File: src/rtl/seg7_capture.sv
// seg7_capture: receive end of a multiplexed active-low 7-segment display bus.
// Each {an,seg} sample must stay identical for STABLE_CYCLES edges before the
// selected digit is decoded back to BCD and written into its slot. Once every
// slot has been seen, the slots are published on value with a one-cycle
// frame_valid pulse and err flags any undecodable pattern in the frame.
module seg7_capture #(
  parameter int DIGITS        = 4,
  parameter int STABLE_CYCLES = 4
) (
  input  logic                  clk,
  input  logic                  rst_n,
  input  logic [6:0]            seg,
  input  logic [DIGITS-1:0]     an,
  output logic [4*DIGITS-1:0]   value,
  output logic                  frame_valid,
  output logic                  err
);

  localparam int SW    = DIGITS + 7;
  localparam int IDX_W = (DIGITS > 1) ? $clog2(DIGITS) : 1;
  localparam logic [7:0] SC = 8'(STABLE_CYCLES);

  typedef enum logic {
    TRACK = 1'b0,
    HOLD  = 1'b1
  } state_t;

  state_t              r_state;
  state_t              w_state_nxt;
  logic [SW-1:0]       r_sample;
  logic [SW-1:0]       w_sample;
  logic [7:0]          r_cnt;
  logic [7:0]          w_cnt_nxt;
  logic [DIGITS-1:0]   r_seen;
  logic [DIGITS-1:0]   w_seen_nxt;
  logic [4*DIGITS-1:0] r_slot_val;
  logic [DIGITS-1:0]   r_slot_err;
  logic [DIGITS-1:0]   w_slot_err_nxt;
  logic [3:0]          w_nlow;
  logic [IDX_W-1:0]    w_idx;
  logic                w_valid;
  logic                w_match;
  logic                w_commit;
  logic                w_full;
  logic [4:0]          w_dec;

  // Segment pattern to {error, nibble}; all-dark is a legal blank digit (F).
  function automatic logic [4:0] seg_decode(input logic [6:0] s);
    case (s)
      7'b1000000: return 5'h00;
      7'b1111001: return 5'h01;
      7'b0100100: return 5'h02;
      7'b0110000: return 5'h03;
      7'b0011001: return 5'h04;
      7'b0010010: return 5'h05;
      7'b0000010: return 5'h06;
      7'b1111000: return 5'h07;
      7'b0000000: return 5'h08;
      7'b0010000: return 5'h09;
      7'b1111111: return 5'h0F;
      default:    return 5'h1E;
    endcase
  endfunction

  assign w_sample = {an, seg};
  assign w_match  = (w_sample == r_sample);
  assign w_dec    = seg_decode(seg);
  assign w_full   = &r_seen;

  // Count the low strobes and remember which digit is selected.
  always_comb begin
    w_nlow = 4'd0;
    w_idx  = '0;
    for (int k = 0; k < DIGITS; k++) begin
      if (!an[k]) begin
        w_nlow = w_nlow + 4'd1;
        w_idx  = IDX_W'(k);
      end
    end
    w_valid = (w_nlow == 4'd1);
  end

  // Stability counter: restart on change, clear on invalid strobes, saturate.
  always_comb begin
    w_cnt_nxt = 8'd1;
    if (!w_valid) begin
      w_cnt_nxt = 8'd0;
    end else if (w_match) begin
      w_cnt_nxt = (r_cnt >= SC) ? SC : r_cnt + 8'd1;
    end
  end

  // FSM next state: one commit per stable period, re-armed by any change.
  always_comb begin
    w_state_nxt = r_state;
    w_commit    = 1'b0;
    case (r_state)
      TRACK: begin
        if (w_valid && (w_cnt_nxt == SC)) begin
          w_commit    = 1'b1;
          w_state_nxt = HOLD;
        end
      end
      HOLD: begin
        if (!w_valid || !w_match) begin
          w_state_nxt = TRACK;
        end
      end
      default: w_state_nxt = TRACK;
    endcase
  end

  // Frame bookkeeping: a completed frame clears seen/errors, a same-cycle
  // commit is applied after the clear so it is not lost.
  always_comb begin
    w_seen_nxt     = w_full ? '0 : r_seen;
    w_slot_err_nxt = w_full ? '0 : r_slot_err;
    if (w_commit) begin
      for (int k = 0; k < DIGITS; k++) begin
        if (w_idx == IDX_W'(k)) begin
          w_seen_nxt[k]     = 1'b1;
          w_slot_err_nxt[k] = w_dec[4];
        end
      end
    end
  end

  // Sample register, stability counter and FSM state.
  always_ff @(posedge clk or negedge rst_n) begin
    if (!rst_n) begin
      r_sample <= '1;
      r_cnt    <= 8'd0;
      r_state  <= TRACK;
    end else begin
      r_sample <= w_sample;
      r_cnt    <= w_cnt_nxt;
      r_state  <= w_state_nxt;
    end
  end

  // Slot storage and seen mask.
  always_ff @(posedge clk or negedge rst_n) begin
    if (!rst_n) begin
      r_seen     <= '0;
      r_slot_err <= '0;
      r_slot_val <= '0;
    end else begin
      r_seen     <= w_seen_nxt;
      r_slot_err <= w_slot_err_nxt;
      if (w_commit) begin
        for (int k = 0; k < DIGITS; k++) begin
          if (w_idx == IDX_W'(k)) begin
            r_slot_val[4*k +: 4] <= w_dec[3:0];
          end
        end
      end
    end
  end

  // Publish a completed frame; value and err hold until the next one.
  always_ff @(posedge clk or negedge rst_n) begin
    if (!rst_n) begin
      value       <= '0;
      err         <= 1'b0;
      frame_valid <= 1'b0;
    end else begin
      frame_valid <= w_full;
      if (w_full) begin
        value <= r_slot_val;
        err   <= |r_slot_err;
      end
    end
  end

endmodule

File: config.mk
export PLATFORM = sky130hd
export DESIGN_NAME = seg7_capture
export DESIGN_NICKNAME = d
export VERILOG_FILES = /design/src/rtl/seg7_capture.sv
export SDC_FILE = /design/constraint.sdc
export NUM_CORES = 1
export LEC_CHECK = 0
export ABC_AREA = 1
export CORE_ASPECT_RATIO = 0.6
export CORE_MARGIN = 10
export CORE_UTILIZATION = 55
export CTS_CLUSTER_SIZE = 28
export DETAILED_ROUTE_END_ITERATION = 12
export PLACE_DENSITY = 0.75
export SLEW_MARGIN = 10
export SYNTH_ARGS = -nofsm -noshare
export SYNTH_HDL_FRONTEND = slang
export SYNTH_SLANG_ARGS = --single-unit
File: constraint.sdc
create_clock -name clk -period 5 [get_ports clk]
set_input_delay 1 -clock clk [delete_from_list [all_inputs] [get_ports clk]]
set_output_delay 1 -clock clk [all_outputs]
set_load 0.01 [all_outputs]
==> flow_summary.ini <==
[place]
detailed_place_hpwl_um = 4510
dpl-instance-area_um2 = 3270
dpl.cell_count = 453
gpl.final_weighted_congestion = 0.878
port_buffers = 30

[setup_path]
worst_path_max_delay_cell = clkdlybuf4s50_1
critPathMaxFanout = 20
worst-path-buf-inv = 5
critical_path.top_delay_family = simple AND/OR/NAND/NOR gates
crit_required_ns = 5.27
regToRegSetupSlack_ns = 2.65
critical_path.cell_chain = clkdlybuf4s50_1, inv_1, ha_1, inv_1, nand2_1, nand2_1, inv_1, ha_1, or2_1, a21oi_1, nor2_2, nor3_4, inv_2, nor2_4, nand3_1, nand2_1
origin_of_the_critical_flop_to_flop_path = r_seen[2]$_DFF_PN0_
endpoint_kind = flip-flop
startpoint_type = input port
worstSetupPathDepth = 16
crit_type = in -> reg
critical-path-max-stage-delay_ns = 0.58
ff2ff_path_depth = 5
endpoint_of_the_lowest_slack_register_to_register_path = r_slot_err[1]$_DFF_PN0_
critPathArrivalTime_ns = 4.04

[global_routing]
via_count_of_the_first_global_routing_pass = 2248
antenna_found_initial = 0
globalRouteOverflowTotal = 0
grt_pass1_wl_um = 10800
globalRouteTotalUtil = 0.151
grt_start_max_net_pins = 63

[min_path]
hold_path_end = value[8]$_DFFE_PN0P_
min_from = r_slot_val[8]$_DFFE_PN0P_
whs_path_depth = 2
worst_hold_path_type = reg -> reg

[drt]
final_antenna_net_count = 0
wl_per_cell_um = 13.1
route.detailed.drc = 0
vias = 2358
avgViaCountPerCell = 5.03
violation_count_after_the_first_detailed_route_iteration = 162
drtPass1Iterations = 6
postRouteWirelength_um = 6150

[floorplanning]
die_height_um = 76.4
rows = 20
initial_utilization = 0.573
core_area_um2 = 5080
dieArea_um2 = 8700
boundaryPins = 31
die-width_um = 114

[final_layout]
final_cell_count_no_fill = 469
multiInputGateArea_um2 = 1170
final-seq-area_um2 = 1570
antennaDiodeCount = 0
final_layout_size_suffix_gt1_frac = 0.0968
layout_commonest_cell = nand2_1
layout_common_cells = 150 x nand2_1, 51 x dfrtp_1, 38 x inv_1, 29 x clkdlybuf4s50_1, 27 x nand3_1
fill_cells = 420
area_growth_syn_to_layout_pct = 19.1
final_area_um2 = 3470
design.final.nets = 416

[logic_synthesis]
per_instance_average_area_after_synthesis_um2 = 8.11
synth_top_cell_by_area = dfrtp_1
post_synth_inst_count = 359
dominant_cells_by_area_after_synthesis = dfrtp_1 44%, nand2_1 19%, dfstp_2 9.9%
synth.yosys.seq_area_share = 0.538
yosys.area.top_type_share = 0.438
post_synth_instance_area_um2 = 2910
yosysWarningCount = 0
yosys_register_bits = 62
yosysUniqueCellTypes = 28

[clock_tree]
htree_num_levels = 3
clkSinkCount = 62
clock_latency_ns = 0.34
root_buffer = clkbuf_8
cts_resized = 0
clk_path_buf_depth = 2
clk_transition_reported_paths_ns = 0.07
cts_hold_repair.buffers = 0
cts.repair_timing.setup_buffer_count = 0
tritoncts.num_buffers = 9
cts_tree = yes

[sta]
finalSetupViolations = 0
fin_worst_skew_ns = 0.00473
timing.setup.tns_ns = 0
final_min_period_over_clock_period = 0.753
timing.hold.ws_ns = 0.462
timing.slew.headroom = 0.365
hold_viol = 0
max_freq_mhz = 266
post-route-min-period_ns = 3.76
worst_pin_slew_ns = 0.950
timing_max_transition_violations_final = 0
rsz0062_at_grt = no

[pwr]
leakage_nw = 1.87
vdd_ir_drop_max_uv = 188
power_w = 0.00102
power_per_cell_area_nw_per_um2 = 294

[flow_run]
max_cap_viols = 0

[outcome]
outcome = finished clean
[sequential cells by signal, summed over array words and instances (netlist names)]
signal       flops
err              1
frame_valid      1
r_cnt            8
r_sample        11
r_seen           4
r_slot_err       4
r_slot_val      16
r_state          1
value           16
[synth_stat cells (all sizes together)]
| master | number |
|---|---|
| a21oi | 4 |
| clkbuf | 5 |
| nor2 | 28 |
| xnor2 | 4 |
| nor4 | 1 |
| nand2 | 152 |
| ha | 5 |
| nand3 | 27 |
| nor3b | 2 |
| nand4 | 10 |
| dfrtp | 51 |
| xor2 | 3 |
| o22ai | 1 |
| o21ai | 2 |
| inv | 40 |
| dfstp | 11 |
| nor3 | 8 |
| conb | 1 |
| buf | 2 |
| or2 | 2 |
[layer usage]
layer | track usage | vias up | wire, um
met4 | 0.0486 | 0 | 80
met5 | 0 | - | 0
met1 | 0.215 | 1087 | 3020
li1 | - | 1185 | -
met2 | 0.205 | 76 | 2540
met3 | 0.0558 | 10 | 511
[where the power goes]
group / switching (W) / internal [W]
Clock: 0.000185 / 0.000234
Combinational: 0.0000552 / 0.0000270
Sequential: 0.00000353 / 0.000513
[metrics by stage]
stage,worst slack [ns],utilization
floorplan,1.93,-
global placement,0.957,0.644
detailed placement,0.944,0.644
CTS,1.30,0.683
global route,1.08,0.683
finish,1.24,0.683
[worst max path at each step]
stage | end | slack (ns) | start
after CTS | r_slot_val[12]$_DFFE_PN0P_ | 1.30 | an[0]
after global routing | r_slot_val[12]$_DFFE_PN0P_ | 1.08 | an[0]
after floorplan | r_slot_err[2]$_DFF_PN0_ | 1.93 | an[1]
after detailed placement | r_slot_val[12]$_DFFE_PN0P_ | 0.94 | an[0]
after global placement | r_slot_val[12]$_DFFE_PN0P_ | 0.96 | an[0]
final | r_slot_val[12]$_DFFE_PN0P_ | 1.24 | an[0]
[final cells by class]
class	count	area share
inverter	40	0.0433
sequential	62	0.451
timing repair buffer	31	0.0873
clock inverter	2	0.00397
tap	66	0.0238
multi-input combinational	254	0.337
clock buffer	14	0.0527
[worst register-to-register path, delay by kind of cell, from the launching register on]
kind                   cells  cell delay [ns]
buffers and inverters      1             0.88
and+or+nand+nor            4             1.00
DFF                        1             0.37
[logic make-up after synthesis]
kind of cell | synth area share
XOR/XNOR | 0.0211
AND/OR/NAND/NOR | 0.340
other | 0.00129
flip-flops | 0.538
adder cells (fa/ha/maj) | 0.0215
AO/OA/AOI/OAI | 0.0125
buffers and inverters | 0.0658
No activity file was read; power rests on OpenSTA's default activity.
